===== src/rtl/fish_pkg.sv =====
// Shared fish definitions: lifecycle states, direction codes and screen geometry.
// The fish motion generator imports this package as well.
package fish_pkg;

    typedef enum logic [1:0] {
        ST_IDLE   = 2'd0,
        ST_SWIM   = 2'd1,
        ST_HOOKED = 2'd2,
        ST_EXIT   = 2'd3
    } fish_state_e;

    localparam logic [1:0] WAY_LEFT  = 2'd0;
    localparam logic [1:0] WAY_RIGHT = 2'd1;
    localparam logic [1:0] WAY_UP    = 2'd2;

    localparam int unsigned H_MAX_DEF     = 720;
    localparam int unsigned V_MIN_DEF     = 200;
    localparam int unsigned V_MAX_DEF     = 460;
    localparam int unsigned V_SURFACE_DEF = 120;

    // Saturate a 10-bit coordinate into [lo, hi].
    function automatic logic [9:0] clamp10(input logic [9:0] val,
                                           input logic [9:0] lo,
                                           input logic [9:0] hi);
        if (val < lo)      return lo;
        else if (val > hi) return hi;
        else               return val;
    endfunction

endpackage


===== src/rtl/fish_tick_gen.sv =====
// Free-running H_DIV divider with synchronous clear; tick_o marks the last
// count of each period, so the first tick lands H_DIV cycles after a clear.
module fish_tick_gen #(
    parameter int unsigned H_DIV = 1000000
) (
    input  logic clk_i,
    input  logic rst_ni,
    input  logic clear_i,
    output logic tick_o
);

    localparam int unsigned CW = (H_DIV > 2) ? $clog2(H_DIV) : 1;
    localparam logic [CW-1:0] LAST = CW'(H_DIV - 1);

    logic [CW-1:0] cnt_q, cnt_d;

    assign tick_o = (cnt_q == LAST);

    // Next count: wrap at the end of the period, restart on clear.
    always_comb begin
        cnt_d = cnt_q + 1'b1;
        if (clear_i || tick_o) cnt_d = '0;
    end

    // Counter register with synchronous active-low reset.
    always_ff @(posedge clk_i) begin
        if (!rst_ni) cnt_q <= '0;
        else         cnt_q <= cnt_d;
    end

endmodule


===== src/rtl/fish_position.sv =====
// One fish: coordinates, horizontal drift, vertical steps and the
// idle -> swim -> hooked -> exit lifecycle. All outputs are registered.
module fish_position
    import fish_pkg::*;
#(
    parameter int unsigned H_MAX     = H_MAX_DEF,
    parameter int unsigned V_MIN     = V_MIN_DEF,
    parameter int unsigned V_MAX     = V_MAX_DEF,
    parameter int unsigned V_SURFACE = V_SURFACE_DEF,
    parameter int unsigned H_DIV     = 1000000
) (
    input  logic       clk,
    input  logic       rst,
    input  logic       spawn,
    input  logic [1:0] spawn_way,
    input  logic [9:0] spawn_h,
    input  logic [9:0] spawn_v,
    input  logic       vm,
    input  logic       up,
    input  logic       hook,
    output logic [9:0] h,
    output logic [9:0] v,
    output logic [1:0] way,
    output logic       appear,
    output logic       done,
    output logic       caught
);

    localparam logic [9:0]  H_MAX_W  = 10'(H_MAX);
    localparam logic [9:0]  V_MIN_W  = 10'(V_MIN);
    localparam logic [9:0]  V_MAX_W  = 10'(V_MAX);
    localparam logic [10:0] V_REEL_W = 11'(V_SURFACE + 1);

    fish_state_e state_q, state_d;
    logic [9:0]  h_q, h_d;
    logic [9:0]  v_q, v_d;
    logic [1:0]  way_q, way_d;
    logic        appear_q, appear_d;
    logic        done_q, done_d;
    logic        caught_q, caught_d;

    logic tick;
    logic tick_clear;
    logic at_edge;

    // Counter restarts on every entry into SWIM (spawn) or HOOKED (hook).
    assign tick_clear = !((state_q == ST_SWIM) || (state_q == ST_HOOKED))
                      || ((state_q == ST_SWIM) && hook);

    fish_tick_gen #(
        .H_DIV(H_DIV)
    ) u_tick (
        .clk_i  (clk),
        .rst_ni (rst),
        .clear_i(tick_clear),
        .tick_o (tick)
    );

    // Swimmer has reached the screen edge it is heading towards.
    always_comb begin
        at_edge = 1'b0;
        if (way_q == WAY_RIGHT) at_edge = (h_q >= H_MAX_W);
        else                    at_edge = (h_q == '0);
    end

    // Lifecycle state machine and coordinate next-state.
    always_comb begin
        state_d  = state_q;
        h_d      = h_q;
        v_d      = v_q;
        way_d    = way_q;
        caught_d = caught_q;
        unique case (state_q)
            ST_IDLE: begin
                if (spawn) begin
                    h_d     = spawn_h;
                    v_d     = clamp10(spawn_v, V_MIN_W, V_MAX_W);
                    way_d   = (spawn_way == WAY_RIGHT) ? WAY_RIGHT : WAY_LEFT;
                    state_d = ST_SWIM;
                end
            end
            ST_SWIM: begin
                if (vm) begin
                    if (up) v_d = (v_q <= V_MIN_W) ? V_MIN_W : v_q - 10'd1;
                    else    v_d = (v_q >= V_MAX_W) ? V_MAX_W : v_q + 10'd1;
                end
                if (hook) begin
                    // Hook wins over both the drift step and an edge exit.
                    state_d = ST_HOOKED;
                    way_d   = WAY_UP;
                end else if (tick) begin
                    if (at_edge) begin
                        state_d  = ST_EXIT;
                        caught_d = 1'b0;
                    end else if (way_q == WAY_RIGHT) begin
                        h_d = h_q + 10'd1;
                    end else begin
                        h_d = h_q - 10'd1;
                    end
                end
            end
            ST_HOOKED: begin
                if (tick) begin
                    v_d = (v_q == '0) ? '0 : v_q - 10'd1;
                    // The reel step that lands at or above the surface ends the catch.
                    if ({1'b0, v_q} <= V_REEL_W) begin
                        state_d  = ST_EXIT;
                        caught_d = 1'b1;
                    end
                end
            end
            ST_EXIT: begin
                state_d = ST_IDLE;
            end
            default: state_d = ST_IDLE;
        endcase
        appear_d = (state_d == ST_SWIM) || (state_d == ST_HOOKED);
        done_d   = (state_d == ST_EXIT);
    end

    // State and output registers with synchronous active-low reset.
    always_ff @(posedge clk) begin
        if (!rst) begin
            state_q  <= ST_IDLE;
            h_q      <= '0;
            v_q      <= '0;
            way_q    <= WAY_LEFT;
            appear_q <= 1'b0;
            done_q   <= 1'b0;
            caught_q <= 1'b0;
        end else begin
            state_q  <= state_d;
            h_q      <= h_d;
            v_q      <= v_d;
            way_q    <= way_d;
            appear_q <= appear_d;
            done_q   <= done_d;
            caught_q <= caught_d;
        end
    end

    assign h      = h_q;
    assign v      = v_q;
    assign way    = way_q;
    assign appear = appear_q;
    assign done   = done_q;
    assign caught = caught_q;

endmodule


===== config.mk =====
export PLATFORM = sky130hd
export DESIGN_NAME = fish_position
export DESIGN_NICKNAME = d
export VERILOG_FILES = /design/src/rtl/fish_pkg.sv /design/src/rtl/fish_tick_gen.sv /design/src/rtl/fish_position.sv
export SDC_FILE = /design/constraint.sdc
export NUM_CORES = 1
export LEC_CHECK = 0
export BUFFER_PORTS_ARGS = -buffer_cell sky130_fd_sc_hd__buf_4
export CORE_UTILIZATION = 30
export DETAILED_ROUTE_END_ITERATION = 7
export MAX_ROUTING_LAYER = met4
export PLACE_DENSITY_LB_ADDON = 0.15
export SYNTH_ARGS = -nofsm -noshare
export SYNTH_HDL_FRONTEND = slang
export SYNTH_SLANG_ARGS = --single-unit

===== constraint.sdc =====
create_clock -name clk -period 6.6 [get_ports clk]
set_input_delay 0.99 -clock clk [delete_from_list [all_inputs] [get_ports clk]]
set_output_delay 0.99 -clock clk [all_outputs]
set_load 0.05 [all_outputs]

Yosys cells after proc, flatten, opt, wreduce, memory -nomap -nowiden
Index checks and enable logic that the tools add are counted.
{"block": "word_totals", "input_bits": 28, "register_bits": 47, "output_inout_bits": 25}
{"block": "op_classes", "n_addsub": 5, "reduce_logical": 17, "muxes": 34, "n_lt_le_gt_ge": 6, "bitwise_logic": 1, "n_eq_ne": 18}
{"cell": "$mux W10", "count": 14}
{"cell": "$pmux W10 S3", "count": 1}
{"cell": "$add A10 B1 Y10 const B", "count": 2}
{"cell": "$add A20 B1 Y20 const B", "count": 1}
{"cell": "$eq A20 B20 Y1 const B", "count": 1}
{"cell": "$logic_not A10 Y1", "count": 2}
{"cell": "$pmux W10 S2", "count": 1}
{"cell": "$sub A10 B1 Y10 const B", "count": 2}
{"cell": "$mux W2", "count": 8}
{"cell": "$ne A2 B2 Y1 const B", "count": 6}
{"cell": "$ge A10 B10 Y1 const B", "count": 1}
{"cell": "$ge A10 B9 Y1 const B", "count": 1}
{"cell": "$gt A10 B9 Y1 const B", "count": 1}
{"cell": "$le A10 B7 Y1 const B", "count": 1}
{"cell": "$le A10 B8 Y1 const B", "count": 1}
{"cell": "$lt A10 B8 Y1 const B", "count": 1}
{"cell": "$eq A2 B1 Y1 const B", "count": 4}
{"cell": "$eq A2 B2 Y1 const B", "count": 4}
{"cell": "$pmux W2 S4", "count": 1}
{"cell": "$mux W1", "count": 7}
{"cell": "$ne A2 B1 Y1 const B", "count": 3}
{"cell": "$reduce_and A6 Y1", "count": 1}
{"cell": "$reduce_and A5 Y1", "count": 1}
{"cell": "$logic_or A1 B1 Y1", "count": 4}
{"cell": "11 further kinds", "count": 12}

Logic depth before layout (Yosys ltp)
{"block": "depth", "word_depth": 8, "ltp_mapped": 11}

Modules after synthesis
From an unflattened synthesis, not the netlist that was laid out.
{"block": "hier_totals", "cells_unflattened": 428, "area_unflattened_um2": 3409.5}
{"mod": "fish_position", "instances": 1, "area_each_um2": 2494.9, "seq_area_each_um2": 540.5, "cells_each": 323}
{"mod": "fish_tick_gen", "instances": 1, "area_each_um2": 914.6, "seq_area_each_um2": 400.4, "cells_each": 105}

Worst setup path before layout
OpenSTA, ideal clock, no wires.
{"block": "synth_timing", "path_type": "reg-to-reg", "startpoint": "register way_q[1], in the netlist way[1]", "endpoint": "register h_q[9], in the netlist h[9]", "setup_time_ps": 115, "path_slack_ps": 3768, "path_stages_with_launch": 10, "path_buffers": 0, "t_arrival_ps": 2717, "required_ps": 6485, "path_cell_list": "dfxtp_1 > and2b_1 > inv_1 > ha_1 > a21o_1 > a311o_1 > a21oi_1 > nor3_1 > or3_1 > o21a_1"}
{"block": "synth_via", "elab_chain_cells": 6, "elab_cells_between_ends": 9}
{"item": "start, declared", "line": "fish_position.sv:37", "text": "logic [1:0] way_q, way_d;"}
{"item": "start signal, assigned", "line": "fish_position.sv:135", "text": "way_q <= way_d;"}
{"item": "$eq A2 B1 Y1 *", "line": "fish_position.sv:62, fish_position.sv:95"}
{"item": "$mux W10", "line": "fish_position.sv:95", "text": "end else if (way_q == WAY_RIGHT) begin"}
{"item": "$mux W10", "line": "fish_position.sv:92", "text": "if (at_edge) begin"}
{"item": "$mux W10", "line": "fish_position.sv:91", "text": "end else if (tick) begin"}
{"item": "$mux W10", "line": "fish_position.sv:87", "text": "if (hook) begin"}
{"item": "$pmux W10 S2", "line": "fish_position.sv:73", "text": "unique case (state_q)"}
{"item": "end signal, assigned", "line": "fish_position.sv:125", "text": "h_q <= '0;"}
{"item": "end signal, assigned", "line": "fish_position.sv:133", "text": "h_q <= h_d;"}
{"item": "end, declared", "line": "fish_position.sv:35", "text": "logic [9:0] h_q, h_d;"}
Mark *: on every way between the ends. The rest lies on a longest branch, timed or not. The select of a mux whose other input is x is not followed.
A chain may end at the register's enable or synchronous reset.

Final worst setup path
Same ends and word-level chain as after synthesis.

==> results.json <==
{
  "antenna_found_initial": 0,
  "cts.sinks": 47,
  "fmax_mhz": 353.9,
  "numCtsBuffers": 5,
  "worstMarginPinSlew_ps": 1202,
  "clockBufferDepth": 2,
  "dp_hpwl_um": 6916,
  "period_minus_slack_ps": 2826,
  "arrival_ps": 3010,
  "yosysWarnings": 0,
  "cp-end-kind": "register",
  "peakVddDrop_v": 0.0001641,
  "pre_cts_ws_ps": 3580,
  "cts_resized": 0,
  "synth-edff-count": 0,
  "start_kind": "register",
  "first_global_vias": 3073,
  "synth_top_area_cell": "dfxtp_1",
  "p_total_w": 0.001803,
  "place_congestion": 0.8533,
  "nNetsFinal": 523,
  "vias_per_cell": 5.394,
  "ys_seq_area_share_pct": 27.17,
  "tns_ps": 0,
  "first_pass_iters": 4,
  "avgSynthCellArea_um2": 7.925,
  "drtIter0Drc": 155,
  "status": "finished, final reports clean",
  "wire_per_inst_um": 15.39,
  "stdcell_area_um2": 4084,
  "dieArea_um2": 11980,
  "synth_area_um2": 3463,
  "setup_viol": 0,
  "synthArstFlopShare_pct": 0,
  "io_buffers": 52,
  "grt_usage_pct": 16.55,
  "placed_area_um2": 3911,
  "synth_top_area_share_pct": 27.17,
  "ctsRootBufferMaster": "clkbuf_16",
  "synth_fp_nets": 484,
  "vias": 3328,
  "ant_nets": 0,
  "path_clk_slew_ps": 70,
  "drive_above_1_share_pct": 16.14,
  "io_pins": 53,
  "worstPathCellList": "and2b_1 > inv_1 > ha_1 > a21o_1 > a311o_1 > a21oi_1 > nor3_1 > or3_1 > o21a_1",
  "max_stage_delay_ps": 390,
  "synth_cell_types": 72,
  "cp.required_ps": 6790,
  "path_max_fanout": 9,
  "powerDensity_nw_per_um2": 441.6,
  "crit_family": "compound AO/OA/AOI/OAI gates",
  "fin_crit_sh_pct": 42.81,
  "initial_utilization_pct": 31.40,
  "h-tree-depth": 2,
  "core_um2": 11030,
  "dp.cells": 609,
  "grt_pass1_wl_um": 15200,
  "grt_setup_unrepaired": "no",
  "fin_cells": 617,
  "cp_slowest_cell": "a311o_1",
  "ys.flop_type": "dfxtp_1",
  "diodes": 0,
  "die_y_um": 109.4,
  "cts_setup_buffers": 0,
  "worstSetupPathType": "register to register",
  "synthTopCellsByCount": "nand2_1, dfxtp_1, nor2_1",
  "routed_wl_um": 9496,
  "synth-seq-cells": 47,
  "clock_skew_ps": 5.000,
  "synth.top_cells.by_area": "dfxtp_1, ha_1, nand2_1",
  "fp-row-count": 38,
  "hp-class": "register to register",
  "syn_inst": 437,
  "maxCapViolations": 0,
  "synthToLayoutAreaGrowth_pct": 17.92,
  "holdBufCountCts": 0,
  "grt_max_degree": 36,
  "synth.most_common_cell": "nand2_1",
  "grt_overflow": 0,
  "die_width_um": 109.4,
  "layout_setup_ws_ps": 3774,
  "cts_tree": "built",
  "worstPathBufferInverterCount": 1,
  "remaining_drc_errors": 0,
  "finalHoldViolCount": 0,
  "relSlewSlack_pct": 17.77,
  "clock_latency_ps": 290,
  "cellLeakagePower_nw": 1.614,
  "slew_violations": 0
}
-- routing by layer --
| metal | up-vias | GRT usage (%) | part of all wire, % |
|---|---|---|---|
| li1 | 1680 | - | - |
| met1 | 1568 | 22.15 | 49 |
| met2 | 72 | 26.15 | 46 |
| met3 | 8 | 2.312 | 4.1 |
| met4 | 0 | 4.286 | 0.99 |
| met5 | - | - | 0 |
-- worst paths after layout --
| kind | from | endpoint | slack, ps | cells after the start |
|---|---|---|---|---|
| max | way[1] | h[9] | 3770 | 9 |
| min | u_tick.cnt_q[0] | u_tick.cnt_q[0] | 480 | 1 |
| max reg2reg | way[1] | h[9] | 3770 | 9 |
| min reg2reg | u_tick.cnt_q[0] | u_tick.cnt_q[0] | 480 | 1 |
-- stage by stage --
stage	utilization, %	hold WS (ps)
final	37.02	477.6
after global routing	37.02	493.9
after CTS	37.02	475.9
after detailed placement	35.46	458.9
after global placement	35.46	447.4
after floorplan	-	430.2
-- cell families (layout without fill, tap and decap cells) --
| logic type | count (synthesis) | after routing | share of synthesized area (%) |
|---|---|---|---|
| muxes | 12 | 12 | 3.541 |
| and+or+nand+nor | 184 | 184 | 26.66 |
| AOI/OAI and AO/OA | 109 | 109 | 22.47 |
| adders and majority gates | 19 | 19 | 7.081 |
| buffers and inverters | 35 | 75 | 5.239 |
| DFF | 47 | 47 | 27.17 |
| xor gates and xnor gates | 31 | 31 | 7.840 |
-- registers in the layout, indices dropped and copies added, names as in the netlist --
name	count
v	10
caught	1
state_q	2
u_tick.cnt_q	20
way	2
appear	1
h	10
done	1
-- layout by cell type (no fill, tap or decap), drive strengths merged, types with 3 or more instances in the layout --
master  Yosys  routed
or4         3       3
a21boi      3       3
a211oi      3       3
xnor2      14      14
nor3       17      17
a21oi      19      19
and4        3       3
o31ai       6       6
a211o       3       3
o32ai       3       3
mux2i      10      10
ha         18      18
nor2b       3       3
xor2       17      17
a32o        4       4
and3        6       6
inv        13      14
a31oi       5       5
nor2       47      47
clkbuf     18       5
o21ai      26      26
nand4b      3       3
nor4        5       5
and2        7       7
dfxtp      47      47
nand2      55      55
o211ai      6       6
or3         4       4
nand3      13      13
buf         4      54
nand4       5       5
-- worst register-to-register path: cells and delay by family, from the launching register on --
| family | cells | cell delay [ps] |
|---|---|---|
| compound gates | 4 | 1010 |
| simple gates | 3 | 740 |
| flops | 1 | 380 |
| fa+ha+maj | 1 | 310 |
| buf+inv | 1 | 290 |
-- cell type report --
type / count / area (um2)
repair buffers: 54 / 405.4
clock buffers: 5 / 125.1
fillers: 1145 / 6947
clock inverters: 3 / 47.55
multi-input cells: 355 / 2341
inverters: 13 / 48.80
flip-flops and latches: 47 / 940.9
well taps: 140 / 175.2
-- power by group --
part           switching, W  internal (W)  total, W
sequential         0.000114      0.000341  0.000455
clock              0.000119      0.000181  0.000300
combinational      0.000658      0.000390   0.00105
Note: power is estimated with default switching activity, not from simulation.
